<file path="config.mk">
export PLATFORM = sky130hd
export DESIGN_NAME = trng_sample_ctrl
export DESIGN_NICKNAME = d
export VERILOG_FILES = /design/src/rtl/trng_pkg.sv /design/src/rtl/trng_sync2.sv /design/src/rtl/trng_sample_ctrl.sv
export SDC_FILE = /design/constraint.sdc
export NUM_CORES = 1
export LEC_CHECK = 0
export BUFFER_PORTS_ARGS = -buffer_cell sky130_fd_sc_hd__buf_2
export CAP_MARGIN = 20
export CORE_AREA = 4 4 100 102
export CTS_CLUSTER_DIAMETER = 100
export DETAILED_ROUTE_END_ITERATION = 8
export DIE_AREA = 0 0 104 106
export PLACE_DENSITY = 0.9
export SYNTH_ARGS = -nofsm -noshare
export SYNTH_HDL_FRONTEND = slang
export SYNTH_SLANG_ARGS = --single-unit
</file>
<file path="constraint.sdc">
create_clock -name i_clk -period 3.6 [get_ports i_clk]
set_clock_uncertainty 0.2 [all_clocks]
set_input_delay 0.54 -clock i_clk [delete_from_list [all_inputs] [get_ports i_clk]]
set_output_delay 0.54 -clock i_clk [all_outputs]
set_load 0.1 [all_outputs]
</file>
<file path="src/rtl/trng_pkg.sv">
// Shared types and defaults for the TRNG sample controller (trng_sample_ctrl, trng_sync2).
package trng_pkg;

  typedef enum logic [1:0] {
    ST_IDLE    = 2'd0,
    ST_WARMUP  = 2'd1,
    ST_COLLECT = 2'd2,
    ST_OUTPUT  = 2'd3
  } trng_state_e;

  localparam int TRNG_WORD_W     = 64;
  localparam int TRNG_WARMUP     = 256;
  localparam int TRNG_SAMPLE_DIV = 4;
  localparam int TRNG_REP_LIMIT  = 32;

  // Bits needed to hold 0..max_val, never less than one.
  function automatic int cnt_w(input int max_val);
    int w;
    w = 1;
    for (int i = 1; i < 31; i++) begin
      if ((32'd1 << i) <= max_val) begin
        w = i + 1;
      end
    end
    return w;
  endfunction

endpackage

</file>
<file path="src/rtl/trng_sync2.sv">
// Two-flop synchroniser for asynchronous inputs, synchronous active-high reset.
module trng_sync2 #(
  parameter int W = 4
) (
  input  logic         i_clk,
  input  logic         i_rst,
  input  logic [W-1:0] i_d,
  output logic [W-1:0] o_q
);

  logic [W-1:0] r_meta;
  logic [W-1:0] r_sync;

  // Metastability filter: first flop may go metastable, second resolves it.
  always_ff @(posedge i_clk) begin
    if (i_rst) begin
      r_meta <= {W{1'b0}};
      r_sync <= {W{1'b0}};
    end else begin
      r_meta <= i_d;
      r_sync <= r_meta;
    end
  end

  assign o_q = r_sync;

endmodule

</file>
<file path="src/rtl/trng_sample_ctrl.sv">
// Ring-oscillator sampling controller: warm-up, decimated XOR sampling, word packing, valid/ready hand-off.
// Optional repetition-count health test enabled by defining TRNG_CTRL_HEALTH_EN.
module trng_sample_ctrl
  import trng_pkg::*;
#(
  parameter int WORD_W     = TRNG_WORD_W,
  parameter int WARMUP_CYC = TRNG_WARMUP,
  parameter int SAMPLE_DIV = TRNG_SAMPLE_DIV,
  parameter int REP_LIMIT  = TRNG_REP_LIMIT
) (
  input  logic              i_clk,
  input  logic              i_rst,
  input  logic [3:0]        i_ro,
  input  logic              i_enable,
  input  logic              i_out_ready,
  output logic [WORD_W-1:0] o_out_data,
  output logic              o_out_valid,
  output logic              o_busy,
  output logic              o_health_err
);

  localparam int WU_W  = cnt_w(WARMUP_CYC - 1);
  localparam int DIV_W = cnt_w(SAMPLE_DIV - 1);
  localparam int BIT_W = cnt_w(WORD_W - 1);

  if (WORD_W < 8 || WORD_W > 256) begin : g_bad_word_w
    $error("trng_sample_ctrl: WORD_W must be 8..256");
  end
  if (WARMUP_CYC < 1 || SAMPLE_DIV < 1) begin : g_bad_timing
    $error("trng_sample_ctrl: WARMUP_CYC and SAMPLE_DIV must be >= 1");
  end
  if (REP_LIMIT < 2) begin : g_bad_rep
    $error("trng_sample_ctrl: REP_LIMIT must be >= 2");
  end

  trng_state_e       r_state;
  trng_state_e       w_state_nxt;
  logic [WU_W-1:0]   r_wu_cnt;
  logic [DIV_W-1:0]  r_div_cnt;
  logic [BIT_W-1:0]  r_bit_cnt;
  logic [WORD_W-1:0] r_shift;
  logic [WORD_W-1:0] w_shift_nxt;
  logic [WORD_W-1:0] r_out_data;
  logic              r_out_valid;
  logic              r_busy;
  logic [3:0]        w_ro_s;
  logic              w_rb;
  logic              w_tick;
  logic              w_word_done;
  logic              w_rep_trip;
  logic              w_run_ok;

  trng_sync2 #(.W(4)) u_ro_sync (
    .i_clk (i_clk),
    .i_rst (i_rst),
    .i_d   (i_ro),
    .o_q   (w_ro_s)
  );

  assign w_rb        = (w_ro_s[0] ^ w_ro_s[1]) ^ (w_ro_s[2] ^ w_ro_s[3]);
  assign w_tick      = (r_state == ST_COLLECT) && (r_div_cnt == DIV_W'(SAMPLE_DIV - 1));
  assign w_word_done = w_tick && (r_bit_cnt == BIT_W'(WORD_W - 1));
  assign w_shift_nxt = {r_shift[WORD_W-2:0], w_rb};

`ifdef TRNG_CTRL_HEALTH_EN
  localparam int REP_W = cnt_w(REP_LIMIT);

  logic [REP_W-1:0] r_rep_cnt;
  logic [REP_W-1:0] w_rep_nxt;
  logic             r_last_rb;
  logic             r_health_err;

  // Run length including the current bit; a zero count means no bit seen since entering COLLECT.
  always_comb begin
    w_rep_nxt = {{(REP_W-1){1'b0}}, 1'b1};
    if ((r_rep_cnt != {REP_W{1'b0}}) && (w_rb == r_last_rb)) begin
      w_rep_nxt = r_rep_cnt + REP_W'(1);
    end else begin
      w_rep_nxt = {{(REP_W-1){1'b0}}, 1'b1};
    end
  end

  assign w_rep_trip = w_tick && (w_rep_nxt == REP_W'(REP_LIMIT));
  assign w_run_ok   = i_enable && !r_health_err;

  // Repetition-count state and the sticky failure flag.
  always_ff @(posedge i_clk) begin
    if (i_rst) begin
      r_rep_cnt    <= {REP_W{1'b0}};
      r_last_rb    <= 1'b0;
      r_health_err <= 1'b0;
    end else begin
      if (r_state != ST_COLLECT) begin
        r_rep_cnt <= {REP_W{1'b0}};
      end else if (w_tick) begin
        r_rep_cnt <= w_rep_nxt;
        r_last_rb <= w_rb;
      end else begin
        r_rep_cnt <= r_rep_cnt;
      end
      r_health_err <= r_health_err | w_rep_trip;
    end
  end

  assign o_health_err = r_health_err;
`else
  assign w_rep_trip   = 1'b0;
  assign w_run_ok     = i_enable;
  assign o_health_err = 1'b0;
`endif

  // Next-state logic; enable low wins over everything, including a pending handshake.
  always_comb begin
    w_state_nxt = r_state;
    case (r_state)
      ST_IDLE: begin
        if (w_run_ok) begin
          w_state_nxt = ST_WARMUP;
        end else begin
          w_state_nxt = ST_IDLE;
        end
      end
      ST_WARMUP: begin
        if (!i_enable) begin
          w_state_nxt = ST_IDLE;
        end else if (r_wu_cnt == {WU_W{1'b0}}) begin
          w_state_nxt = ST_COLLECT;
        end else begin
          w_state_nxt = ST_WARMUP;
        end
      end
      ST_COLLECT: begin
        if (!i_enable || w_rep_trip) begin
          w_state_nxt = ST_IDLE;
        end else if (w_word_done) begin
          w_state_nxt = ST_OUTPUT;
        end else begin
          w_state_nxt = ST_COLLECT;
        end
      end
      ST_OUTPUT: begin
        if (!i_enable) begin
          w_state_nxt = ST_IDLE;
        end else if (i_out_ready) begin
          w_state_nxt = ST_COLLECT;
        end else begin
          w_state_nxt = ST_OUTPUT;
        end
      end
      default: begin
        w_state_nxt = ST_IDLE;
      end
    endcase
  end

  // State register.
  always_ff @(posedge i_clk) begin
    if (i_rst) begin
      r_state <= ST_IDLE;
    end else begin
      r_state <= w_state_nxt;
    end
  end

  // Counters, shift register and registered outputs.
  always_ff @(posedge i_clk) begin
    if (i_rst) begin
      r_wu_cnt    <= {WU_W{1'b0}};
      r_div_cnt   <= {DIV_W{1'b0}};
      r_bit_cnt   <= {BIT_W{1'b0}};
      r_shift     <= {WORD_W{1'b0}};
      r_out_data  <= {WORD_W{1'b0}};
      r_out_valid <= 1'b0;
      r_busy      <= 1'b0;
    end else begin
      if (r_state == ST_IDLE && w_state_nxt == ST_WARMUP) begin
        r_wu_cnt <= WU_W'(WARMUP_CYC - 1);
      end else if (r_state == ST_WARMUP && r_wu_cnt != {WU_W{1'b0}}) begin
        r_wu_cnt <= r_wu_cnt - WU_W'(1);
      end else begin
        r_wu_cnt <= {WU_W{1'b0}};
      end

      // Counters only advance while staying in COLLECT, so every entry starts from zero.
      if (r_state == ST_COLLECT && w_state_nxt == ST_COLLECT) begin
        if (w_tick) begin
          r_div_cnt <= {DIV_W{1'b0}};
          r_bit_cnt <= r_bit_cnt + BIT_W'(1);
        end else begin
          r_div_cnt <= r_div_cnt + DIV_W'(1);
          r_bit_cnt <= r_bit_cnt;
        end
      end else begin
        r_div_cnt <= {DIV_W{1'b0}};
        r_bit_cnt <= {BIT_W{1'b0}};
      end

      if (w_state_nxt == ST_IDLE) begin
        r_shift <= {WORD_W{1'b0}};
      end else if (w_tick) begin
        r_shift <= w_shift_nxt;
      end else begin
        r_shift <= r_shift;
      end

      if (r_state == ST_COLLECT && w_state_nxt == ST_OUTPUT) begin
        r_out_data <= w_shift_nxt;
      end else begin
        r_out_data <= r_out_data;
      end

      r_out_valid <= (w_state_nxt == ST_OUTPUT);
      r_busy      <= (w_state_nxt != ST_IDLE);
    end
  end

  assign o_out_data  = r_out_data;
  assign o_out_valid = r_out_valid;
  assign o_busy      = r_busy;

endmodule

</file>
* Word-level counts from Yosys, hierarchy flattened
Index checks and enable logic that the tools add are counted.
** Word-level totals
- Bits in registers :: 155
- Output and inout port bits :: 67
** Cells by class
- $add $sub $neg :: 3
- Eq/ne operators :: 8
- Mux-type cells :: 10
- Bitwise operators :: 4
- Reduce and logical (&&, ||, !) cells :: 14
** Operators with widths (count)
- two-way mux 8 bit :: 2
- == test 2 bit (second input constant) :: 5
- logical NOT 8 bit :: 1
- two-way mux 2 bit :: 4
- case mux 2 bit (4 select lines) :: 1
- nonzero test 8 bit :: 1
- subtractor 8 x 1 -> 8 bit (second input constant) :: 1
- adder 6 x 1 -> 6 bit (second input constant) :: 1
- == test 6 bit (second input constant) :: 1
- logical AND 1 bit :: 6
- == test 2 x 1 -> 1 bit (second input constant) :: 2
- logical NOT 2 bit :: 2
- OR reduction 2 bit :: 2
- two-way mux 1 bit :: 3
- OR reduction 3 bit :: 1
- bitwise XOR 1 bit :: 3
- adder 2 x 1 -> 2 bit (second input constant) :: 1
- nonzero test 2 bit :: 1
- NOT 1 bit :: 1

* Depth between registers and ports, before layout
Gate-level depths: netlist of the first run.
- Depth in word-level cells :: 10
- Gate-level depth with buffers :: 7

* Modules after synthesis
From an unflattened synthesis of the first run, not the netlist that was laid out.
** Second synthesis, totals
- Cell total of the unflattened synthesis :: 666
- Area, all modules :: 5475.3 um^2
** By module, submodules not included
- trng_sample_ctrl :: times used 1, cells an instance 650, area an instance 5265.0 um^2, sequential area each 2942.8 um^2
- trng_sync2 :: times used 1, cells an instance 16, area an instance 210.2 um^2, sequential area each 160.2 um^2

* Least setup slack after synthesis of the first run
No wires, ideal clock.
- Path type :: reg2reg
- Start point :: reg r_div_cnt[0]
- End point :: reg r_out_data[10], in the netlist o_out_data[10]
- Arrival time :: 1.452 ns
- Data required time :: 3.268 ns
- Setup slack :: 1.816 ns
- Cell stages (with the launch flop) :: 8
- Buffers on the path :: 2
- Path through :: dfxtp_1 ha_1 nand4_1 or3_1 clkbuf_1 buf_2 nand2_1 a21oi_1
** Between the ends
- Longest elaborated chain between the ends :: 8
** RTL lines
- from (decl) :: RTL line trng_sample_ctrl.sv:39 : logic [DIV_W-1:0] r_div_cnt;
- from (signal assigned) :: RTL line trng_sample_ctrl.sv:169 : r_div_cnt <= {DIV_W{1'b0}};
- from (signal assigned) :: RTL line trng_sample_ctrl.sv:187 : r_div_cnt <= {DIV_W{1'b0}};
- from (signal assigned) :: RTL line trng_sample_ctrl.sv:190 : r_div_cnt <= r_div_cnt + DIV_W'(1);
- == test 2 bit :: RTL line trng_sample_ctrl.sv:61 : assign w_tick = (r_state == ST_COLLECT) && (r_div_cnt == DIV_W'(SAMPLE_DIV - 1));
- logical AND 1 bit :: RTL line trng_sample_ctrl.sv:61
- logical AND 1 bit :: RTL line trng_sample_ctrl.sv:62 : assign w_word_done = w_tick && (r_bit_cnt == BIT_W'(WORD_W - 1));
- two-way mux 1 bit :: RTL line trng_sample_ctrl.sv:135 : end else if (w_word_done) begin
- two-way mux 2 bit :: RTL line trng_sample_ctrl.sv:133 : if (!i_enable || w_rep_trip) begin
- case mux 2 bit (4 select lines) :: RTL line trng_sample_ctrl.sv:115 : case (r_state)
- == test 2 bit :: RTL line trng_sample_ctrl.sv:206 : if (r_state == ST_COLLECT && w_state_nxt == ST_OUTPUT) begin
- logical AND 1 bit :: RTL line trng_sample_ctrl.sv:206
- to (signal assigned) :: RTL line trng_sample_ctrl.sv:172 : r_out_data <= {WORD_W{1'b0}};
- to (signal assigned) :: RTL line trng_sample_ctrl.sv:207 : r_out_data <= w_shift_nxt;
- to (signal assigned) :: RTL line trng_sample_ctrl.sv:209 : r_out_data <= r_out_data;
- to (decl) :: RTL line trng_sample_ctrl.sv:43 : logic [WORD_W-1:0] r_out_data;
Every way passes these cells.
A chain may end at the register's enable or synchronous reset.

* Worst setup path after layout of the first run
- Start point :: reg r_div_cnt[0]
- End point :: reg r_shift[42]
** Between the ends
- Longest elaborated chain between the ends :: 8
** RTL lines
- == test 2 bit * :: RTL line trng_sample_ctrl.sv:61
- logical AND 1 bit * :: RTL line trng_sample_ctrl.sv:61
- logical AND 1 bit :: RTL line trng_sample_ctrl.sv:62
- two-way mux 1 bit :: RTL line trng_sample_ctrl.sv:135
- two-way mux 2 bit :: RTL line trng_sample_ctrl.sv:133
- case mux 2 bit (4 select lines) :: RTL line trng_sample_ctrl.sv:115
- logical NOT 2 bit :: RTL line trng_sample_ctrl.sv:198 : if (w_state_nxt == ST_IDLE) begin
- OR reduction 2 bit (no source line)
- to (signal assigned) :: RTL line trng_sample_ctrl.sv:199 : r_shift <= {WORD_W{1'b0}};
- to (signal assigned) :: RTL line trng_sample_ctrl.sv:201 : r_shift <= w_shift_nxt;
- to (signal assigned) :: RTL line trng_sample_ctrl.sv:203 : r_shift <= r_shift;
- to (decl) :: RTL line trng_sample_ctrl.sv:41 : logic [WORD_W-1:0] r_shift;
Mark *: on every way between the ends. The rest lies on a longest branch, timed or not.

==> impl_results.md, run 1 <==
- Hold/Removal Path Class: in2reg
- Cell family with most CP delay: simple AND/OR/NAND/NOR gates
- Worst-margin pin slew: 0.853 ns
- Std-Cell Rows: 35
- Crit path launch type: flip-flop
- Clock power frac: 48.4%
- Hold path startpoint: i_ro[3]
- Worst Path Buf+Inv: 1
- RSZ-0062 raised after global routing: no
- First-pass GRT wire length: 20600 um
- Setup_tns: 0 ns
- CTS Buffer Depth: 2
- CTS sink cnt: 155
- Final setup margin: 1.24 ns
- Sw frac: 21.7%
- Vias: 4607
- Worst-skew pair later-pin latency: 0.52 ns
- GR Util met1: 24.6%
- Layout cells sized above 1: 16.6%
- Slew headroom: 43.2%
- Peak VDD IR: 368 uV
- Reg2reg setup slack: 1.24 ns
- PwrDens: 554 mW/mm^2
- Num CTS Buffers: 17
- Seq/Total Area, Yosys: 56.7%
- Syn nets: 677
- Starting density of the core: 60.1%
- Worst r2r src: r_div_cnt[0]
- # Post-CTS Setup Buffers: 0
- Yosys top cell area share: 56.7%
- Pre-CTS setup slack: 1.21 ns
- Mean Syn Cell Area: 8.22 sq um
- # IOs: 75
- Resize count post-CTS: 0
- Most common cell in the netlist: nand2_1
- Buffers on Ports: 73
- GRT Max-Usage Layer: met2
- Fin nets: 729
- Total grt overflow: 0
- GR Util All Layers: 22.5%
- Switch Pwr: 0.000775 W
- Hold EP: u_ro_sync.r_meta[3]
- Register share of total power: 48.8%
- Distinct cell type count after synthesis: 35
- Clock transition at path regs: 0.06 ns
- CP Cell Sequence: ha_1 > and3b_2 > buf_4 > nand2_1 > a21oi_1
- Antenna cells: 0
- Seq cells post-synth: 155
- CTS tree: done
- Final worst-path cycle share: 65.7%
- Post-synthesis async set-or-reset flop share: 0%
- Cells on worst reg2reg path: 5
- Final hold violations: 0
- Die X: 104 um
- Grt met3 use: 6.44%
- R2r endpoint: r_shift[42]
- Area contributors post-synth: dfxtp_1 57%, nand2_1 18%, a21oi_1 12%
- Yosys warning count: 0
- DP HPWL: 7060 um
- Max-cap viol count: 0
- Routability cong.: 0.725
- Crit path kind: reg2reg
- Fin crit period: 2.36 ns
- Setup violators final: 0
- Status: completed
- CP peak stage delay: 0.80 ns
- Max frequency: 0.423 GHz
- Global-route track usage on met2: 40.0%
- Root Buffer Master: clkbuf_8
- Combinational share of power: 2.8%
- CP max FO: 46
- Largest area contributor in the netlist: dfxtp_1
- Die Span Y: 106 um
- Hold Path Cell Cnt: 2
- Synth Flop Type: dfxtp_1
- WL final: 12200 um
- H-Tree Depth: 4
- Routed vias/inst: 5.47
- Arrival @ worst endpoint: 2.61 ns
- Post-DRT Antenna Nets: 0
- Post-synthesis cell count: 666
- Largest net degree at the start of global routing: 82
- Area of the die: 0.0110 sq mm
- Initial antenna violation count: 0
- Area grow syn2layout: 17.7%
- First-pass DRT Iterations: 5
- Max-slew violations: 0
- Most frequent cells after synthesis: 256 x nand2_1, 155 x dfxtp_1, 127 x a21oi_1
- Fill count: 633
- Routed length per instance: 14.5 um
- Lkg Pwr: 2.35 nW
- Pint: 0.00279 W
- Core Area: 0.00911 sq mm
- Number of global-route vias before repair: 4538
- Worst Setup End Kind: flip-flop
- Hold Buf Count CTS: 0
- Number of remaining DRC errors: 0
- WP data required: 3.84 ns
- Crit path max-delay cell type: and3b_2
- Iter 0 DRT Violations: 337
- Synthesized cell area: 0.00547 sq mm
- Number of synthesized flops with an enable pin: 0
==> state kept, by name, summed over array words and instances (netlist names) <==
register,cells
o_busy,1
o_out_data,64
o_out_valid,1
r_bit_cnt,6
r_div_cnt,2
r_shift,63
r_state,2
r_wu_cnt,8
u_ro_sync.o_q,4
u_ro_sync.r_meta,4
==> worst reg2reg max path, delay by kind of cell, from the launching register on <==
kind	cells	cell delay [ns]
AO/OA/AOI/OAI	1	0.17
adder cells (fa/ha/maj)	1	0.26
buffers and inverters	1	0.41
flip-flops	1	0.34
AND/OR/NAND/NOR	2	0.91
==> stage by stage <==
stage / utilization (%) / total power [W] / cells / hold WS, ns / instance area [sq um]
after floorplan: - / 0.00186 / 666 / 0.204 / 5470
after global placement: 63.8 / 0.00187 / 808 / 0.210 / 5810
after detailed placement: 64.1 / 0.00188 / 809 / 0.220 / 5840
after CTS: 70.5 / 0.00358 / 841 / 0.0160 / 6420
after global routing: 70.7 / 0.00367 / 842 / 0.0243 / 6440
final: 70.7 / 0.00357 / 842 / 0.0271 / 6440
==> per-layer routing <==
layer	vias to the layer above	share of wire (%)
met5	-	0
met4	0	3.1
met1	2145	40
li1	2260	-
met2	165	51
met3	37	6.1
==> power by group through the flow <==
| stage | Combinational [W] | Sequential (W) | Clock [W] |
|---|---|---|---|
| floorplan | 0.0000787 | 0.00178 | 0 |
| global route | 0.000110 | 0.00174 | 0.00182 |
| finish | 0.0000999 | 0.00174 | 0.00173 |
| detailed placement | 0.0000988 | 0.00178 | 0 |
| global placement | 0.0000953 | 0.00178 | 0 |
| CTS | 0.000100 | 0.00174 | 0.00174 |
==> cell usage in the layout, fill, tap and decap left out, drive strengths merged, types with 5 or more instances in the layout <==
master / count
nand2: 256
dfxtp: 155
a21oi: 127
buf: 79
clkbuf: 20
nor2: 14
xnor2: 9
nor2b: 8
inv: 7
xor2: 5
o21a: 5
==> kinds of logic after synthesis <==
| logic type | count (synthesis) | share of synthesized area (%) |
|---|---|---|
| fa+ha+maj | 3 | 0.686 |
| compound gates | 140 | 13.5 |
| buf+inv | 51 | 4.21 |
| flops | 155 | 56.7 |
| mux | 1 | 0.183 |
| other cells | 1 | 0.0685 |
| xor+xnor | 14 | 2.24 |
| simple gates | 301 | 22.4 |
==> final cells by class <==
cell class | instances | area, sq um | share of cell area (%)
inverter | 5 | 18.8 | 0.291
timing repair buffer | 79 | 443 | 6.88
clock inverter | 12 | 139 | 2.16
multi-input combinational | 460 | 2150 | 33.4
clock buffer | 20 | 445 | 6.91
sequential | 155 | 3100 | 48.2
tap | 111 | 139 | 2.16
==> worst max path at each step <==
| stage | start | end | cells past startpoint |
|---|---|---|---|
| after floorplan | r_div_cnt[0] | o_out_data[10] | 7 |
| after global placement | i_enable | o_out_data[36] | 5 |
| after detailed placement | r_bit_cnt[0] | o_out_data[28] | 5 |
| after CTS | r_bit_cnt[0] | o_out_data[50] | 5 |
| after global routing | r_div_cnt[0] | r_shift[42] | 5 |
| final | r_div_cnt[0] | r_shift[42] | 5 |
Power figures use the tool's default switching activity.
==> inputs of run 2 (changes only) <==
--- a/config.mk
+++ b/config.mk
@@ -7,11 +7,11 @@
 export LEC_CHECK = 0
 export BUFFER_PORTS_ARGS = -buffer_cell sky130_fd_sc_hd__buf_2
 export CAP_MARGIN = 20
-export CORE_AREA = 4 4 100 102
+export CORE_AREA = 4 4 109 111
 export CTS_CLUSTER_DIAMETER = 100
 export DETAILED_ROUTE_END_ITERATION = 8
-export DIE_AREA = 0 0 104 106
-export PLACE_DENSITY = 0.9
+export DIE_AREA = 0 0 113 115
+export PLACE_DENSITY = 0.81
 export SYNTH_ARGS = -nofsm -noshare
 export SYNTH_HDL_FRONTEND = slang
 export SYNTH_SLANG_ARGS = --single-unit
==> constraint.sdc (replaced) <==
create_clock -name i_clk -period 2.02 [get_ports i_clk]
set_clock_uncertainty 0.2 [all_clocks]
set_input_delay 0.303 -clock i_clk [delete_from_list [all_inputs] [get_ports i_clk]]
set_output_delay 0.303 -clock i_clk [all_outputs]
set_load 0.1 [all_outputs]
==> impl_results.md, run 2 (same netlist as run 1, synthesis figures left out) <==
- Max-cap viol count: 0 (unchanged)
- Worst Setup End Kind: flip-flop
- Routed vias/inst: 5.06 (-7.6%)
- Max frequency: 0.528 GHz (+25%)
- Setup violators final: 0 (unchanged)
- Peak VDD IR: 475 uV (+29%)
- Buffers on Ports: 73 (unchanged)
- Max-slew violations: 0 (unchanged)
- DP HPWL: 7230 um (+2.4%)
- WP data required: 2.20 ns (-1.64 ns)
- Area grow syn2layout: 20.0%
- Fin area: 0.00657 sq mm (+2.0%)
- First-pass GRT wire length: 18400 um (-10%)
- Status: completed
- Antenna cells: 0 (unchanged)
- H-Tree Depth: 4 (unchanged)
- Max reg flops: 64 (unchanged)
- Lkg Pwr: 2.42 nW (+3.0%)
- Total grt overflow: 0 (unchanged)
- PwrDens: 921 mW/mm^2 (+66%)
- CTS sink cnt: 155 (unchanged)
- Hold slack: 0.116 ns (+0.0885 ns)
- Crit path kind: reg2reg
- Vias: 4461 (-3.2%)
- DP Area: 0.00597 sq mm (+2.3%)
- Layout cells sized above 1: 16.4% (-0.11 points)
- Sw frac: 20.4% (-1.3 points)
- Hold Path Cell Cnt: 3 (+1)
- # IOs: 75 (unchanged)
- Worst Setup SP: r_bit_cnt[0]
- Number of global-route vias before repair: 4294 (-5.4%)
- Register share of total power: 51.3% (+2.5 points)
- Arrival @ worst endpoint: 2.08 ns (-0.53 ns)
- Worst r2r src: r_bit_cnt[0]
- Cells on worst reg2reg path: 6 (+1)
- Commonest non-fill, non-tap cell in the layout: nand2_1
- Hold path startpoint: i_rst
- Crit path launch type: flip-flop
- Fin crit period: 1.90 ns (-0.469 ns)
- Switch Pwr: 0.00123 W (+59%)
- Die X: 113 um (+8.7%)
- GR Util All Layers: 17.2% (-5.3 points)
- WL final: 11000 um (-10%)
- Slew headroom: 58.2% (+15 points)
- Final setup margin: 0.125 ns (-1.11 ns)
- Routability cong.: 0.759 (+4.7%)
- CP max FO: 23 (-50%)
- Final hold violations: 0 (unchanged)
- Largest net degree at the start of global routing: 82 (unchanged)
- Std-Cell Rows: 38 (+8.6%)
- Worst-skew pair later-pin latency: 0.52 ns (about the same)
- CTS Buffer Depth: 2 (unchanged)
- Fin nets: 745 (+2.2%)
- Number of remaining DRC errors: 0 (unchanged)
- Final worst-path cycle share: 93.8% (+28 points)
- Clock power frac: 45.4% (-3.0 points)
- Starting density of the core: 50.7% (-9.4 points)
- Hold/Removal Path Class: in2reg
- Area of the die: 0.0130 sq mm (+18%)
- Routed length per instance: 12.5 um (-14%)
- Num CTS Buffers: 17 (unchanged)
- Most frequent cells in the layout: 256 x nand2_1, 155 x dfxtp_1, 127 x a21oi_1, 73 x buf_2, 16 x clkbuf_16
- Pre-CTS setup slack: 0.0464 ns (-1.16 ns)
- Worst-margin pin slew: 0.627 ns (-0.225 ns)
- Clock transition at path regs: 0.06 ns (about the same)
- Iter 0 DRT Violations: 214 (-36%)
- Initial antenna violation count: 0 (unchanged)
- Core Area: 0.0108 sq mm (+18%)
- Die Span Y: 115 um (+8.5%)
- Post-DRT Antenna Nets: 0 (unchanged)
- CTS tree: done
- Root Buffer Master: clkbuf_8
- Combinational share of power: 3.3% (+0.5 points)
- First-pass DRT Iterations: 4 (-1)
- Pint: 0.00482 W (+72%)
==> run 2: cell count changes in the layout (fill, tap and decap cells not counted) <==
cell and change:
clkinvlp_4 -4, buf_16 -1, clkbuf_1 +3, buf_4 +4, buf_12 +3, nor3_2 -1, nor3_4 +1, buf_6 +3
clkinv_4 -3, clkinv_2 +2, inv_6 -2, dlygate4sd3_1 +7, bufinv_16 -1
==> run 2: final cells by class <==
| class | count | area, sq um |
|---|---|---|
| clock buffers | 23 | 457 |
| clock inverters | 4 | 45.0 |
| fillers | 914 | 4220 |
| inverters | 5 | 18.8 |
| multi-input cells | 460 | 2160 |
| flip-flops and latches | 155 | 3100 |
| well taps | 140 | 175 |
| repair buffers | 95 | 609 |
==> run 2: path summary, 6_finish.rpt <==
check	end	slack, ns
worst min-delay path	r_wu_cnt[2]	0.12
worst min register to register	r_div_cnt[0]	0.23
worst max register to register	o_out_data[10]	0.12
worst max-delay path	o_out_data[10]	0.12
==> run 2: through the flow <==
stage	utilization (%)	total power [W]	TNS, ns	instances
3_3_place_gp	55.3	0.00335	0	847
5_1_grt	60.9	0.00625	-0.0163	882
3_5_place_dp	55.3	0.00336	0	847
2_1_floorplan	-	0.00331	0	666
4_1_cts	60.6	0.00610	0	881
6_report	60.9	0.00605	0	882
==> run 2: power groups by stage <==
stage | Clock (W) | Sequential (W) | Combinational, W
2_1_floorplan | 0 | 0.00317 | 0.000140
3_3_place_gp | 0 | 0.00317 | 0.000178
3_5_place_dp | 0 | 0.00317 | 0.000188
4_1_cts | 0.00279 | 0.00310 | 0.000202
5_1_grt | 0.00292 | 0.00311 | 0.000221
6_report | 0.00275 | 0.00310 | 0.000202
==> run 2: metal layers <==
metal / wire, um / part of all wire, % / global-route usage, % / vias to the layer above
met2: 5630 / 51 / 31.4 / 76
met5: 0 / 0 / 0 / -
met4: 147 / 1.3 / 7.69 / 0
li1: - / - / - / 2284
met1: 4830 / 44 / 18.9 / 2084
met3: 398 / 3.6 / 4.21 / 17
==> run 2: worst max-delay path: stages, from the launching register on <==
cell,delay [ns]
dfxtp_1,0.36
ha_1,0.20
nand4_1,0.11
or3_2,0.52
buf_6,0.20
nand2_1,0.09
a21oi_1,0.08
==> run 2: timing repair <==
| item | CTS | global route |
|---|---|---|
| setup buffers | 0 | 1 |
| resized for setup | 0 | 4 |
| endpoints found under the setup margin | 0 | 48 |
| hold buffers | 7 | 0 |
| endpoints found under the hold margin | 7 | 0 |
==> inputs of run 3 (changes only) <==
--- a/config.mk
+++ b/config.mk
@@ -11,7 +11,8 @@
 export CTS_CLUSTER_DIAMETER = 100
 export DETAILED_ROUTE_END_ITERATION = 8
 export DIE_AREA = 0 0 113 115
-export PLACE_DENSITY = 0.81
+export PLACE_DENSITY = 0.78
+export SETUP_SLACK_MARGIN = 0.02
 export SYNTH_ARGS = -nofsm -noshare
 export SYNTH_HDL_FRONTEND = slang
 export SYNTH_SLANG_ARGS = --single-unit
==> impl_results.md, run 3 (same netlist as run 1, synthesis figures left out) <==
- Fin nets: 745 (unchanged)
- Max-cap viol count: 0 (unchanged)
- First-pass DRT Iterations: 4 (unchanged)
- CTS tree: done
- Core Area: 0.0108 sq mm (unchanged)
- Final worst-path cycle share: 92.5% (-1.3 points)
- Cells on worst reg2reg path: 6 (unchanged)
- Peak VDD IR: 477 uV (+0.50%)
- Fin crit period: 1.87 ns (-0.0270 ns)
- # IOs: 75 (unchanged)
- CP max FO: 8 (-65%)
- Std-Cell Rows: 38 (unchanged)
- Total grt overflow: 0 (unchanged)
- Iter 0 DRT Violations: 233 (+8.9%)
- Most frequent cells in the layout: 256 x nand2_1, 155 x dfxtp_1, 127 x a21oi_1, 73 x buf_2, 16 x clkbuf_16
- Routed vias/inst: 5.02 (-0.65%)
- Root Buffer Master: clkbuf_8
- GR Util All Layers: 18.0% (+0.79 points)
- Worst-skew pair later-pin latency: 0.52 ns (about the same)
- DP Area: 0.00594 sq mm (-0.50%)
- Crit path launch type: flip-flop
- Clock transition at path regs: 0.06 ns (about the same)
- Fill count: 920 (+0.66%)
- Antenna cells: 0 (unchanged)
- Routability cong.: 0.789 (+4.0%)
- H-Tree Depth: 4 (unchanged)
- Post-DRT Antenna Nets: 0 (unchanged)
- Crit path kind: reg2reg
- CP peak stage delay: 0.37 ns (-0.15 ns)
- Buffers on Ports: 73 (unchanged)
- Multi-input gate area: 0.00216 sq mm (about the same)
- CTS Buffer Depth: 2 (unchanged)
- Worst Path Buf+Inv: 2 (+1)
- Crit path depth: 6 (unchanged)
- Starting density of the core: 50.7% (unchanged)
- Storage cell area: 0.00310 sq mm (unchanged)
- WP data required: 2.25 ns (+0.05 ns)
- Setup violators final: 0 (unchanged)
- Slew headroom: 56.5% (-1.6 points)
- Number of remaining DRC errors: 0 (unchanged)
- Status: completed
- Pwr Total: 0.00669 W (+10%)
- Final hold violations: 0 (unchanged)
- Num CTS Buffers: 17 (unchanged)
- Final Util: 61.8% (+0.89 points)
- Area grow syn2layout: 21.8%
- Largest net degree at the start of global routing: 65 (-21%)
- CTS sink cnt: 155 (unchanged)
- CP Cell Sequence: inv_1 > ha_1 > nor3b_1 > buf_4 > a211o_2 > o31ai_1
- Cell family with most CP delay: compound AO/OA/AOI/OAI gates
- PwrDens: 1000 mW/mm^2 (+8.9%)
- Hold Path Cell Cnt: 3 (unchanged)
- Clock power frac: 50.7% (+5.3 points)
- Crit path max-delay cell type: dfxtp_1
- Commonest non-fill, non-tap cell in the layout: nand2_1
- Pint: 0.00535 W (+11%)
- First-pass GRT wire length: 19100 um (+3.9%)
- Lkg Pwr: 2.45 nW (+1.2%)
- Hold/Removal Path Class: in2reg
- Area of the die: 0.0130 sq mm (unchanged)
- Sw frac: 19.9% (-0.48 points)
- Arrival @ worst endpoint: 2.10 ns (+0.02 ns)
- Number of global-route vias before repair: 4259 (-0.82%)
- Initial antenna violation count: 0 (unchanged)
- Switch Pwr: 0.00133 W (+7.8%)
- Max reg flops: 64 (unchanged)
- Register share of total power: 46.4% (-4.9 points)
- Hold slack: 0.117 ns (+0.00139 ns)
- Combinational share of power: 2.9% (-0.4 points)
- Fin area: 0.00667 sq mm (+1.5%)
- Layout cells sized above 1: 17.4% (+0.96 points)
- DP HPWL: 7310 um (+1.1%)
- Die X: 113 um (unchanged)
- Routed length per instance: 12.5 um (+0.44%)
- Worst Setup End Kind: flip-flop
- Max-slew violations: 0 (unchanged)
- RSZ-0062 raised after global routing: yes
- Max frequency: 0.535 GHz (+1.4%)
- WL final: 11100 um (+1.0%)
- Worst-margin pin slew: 0.652 ns (+0.0246 ns)
- Reg2reg setup slack: 0.15 ns (+0.03 ns)
- Die Span Y: 115 um (unchanged)
- Vias: 4457 (-0.090%)
run 3: cell type report:
type                            instances  area share [%]
Clock inverter                         11            2.87
Inverter                                5           0.282
Sequential cell                       155            46.6
Timing Repair Buffer                   95            8.52
Tap cell                              140            2.63
Clock buffer                           21            6.74
Multi-Input combinational cell        460            32.4
run 3: power by group through the flow:
| stage | logic, W | registers, W | clock network (W) |
|---|---|---|---|
| floorplan | 0.000140 | 0.00317 | 0 |
| global placement | 0.000177 | 0.00317 | 0 |
| detailed placement | 0.000185 | 0.00317 | 0 |
| CTS | 0.000196 | 0.00310 | 0.00345 |
| global route | 0.000219 | 0.00310 | 0.00360 |
| finish | 0.000196 | 0.00310 | 0.00339 |
run 3: worst min-delay path, stage by stage:
cell and delay (ns):
buf_2 0.12, buf_4 0.25, nor2_1 0.12
run 3: per-layer routing:
layer  up-vias  global-route usage, %  wire (um)
met5         -                      0          0
met1      2083                   20.4       4770
met2        79                   32.0       5670
met3        13                   5.42        499
li1       2282                      -          -
met4         0                   6.73        178
run 3: path summary, 6_finish.rpt:
kind | startpoint | end
hold reg to reg | r_div_cnt[0] | r_div_cnt[0]
hold / removal | i_rst | r_wu_cnt[4]
setup reg to reg | r_wu_cnt[0] | r_wu_cnt[5]
setup / recovery | r_wu_cnt[0] | r_wu_cnt[5]
run 3: repair_timing:
item,in CTS,in global routing
hold endpoints to repair,7,0
hold buffers,7,0
resized for setup,0,4
setup endpoints to repair,0,65
setup buffers,0,0
run 3: through the flow:
stage                     setup WS (ns)  std cells  setup TNS [ns]
after global routing            -0.0116        887         -0.0116
after global placement            0.130        848               0
after CTS                        0.0303        887               0
final                             0.152        887               0
after floorplan                   0.236        666               0
after detailed placement         0.0475        848               0
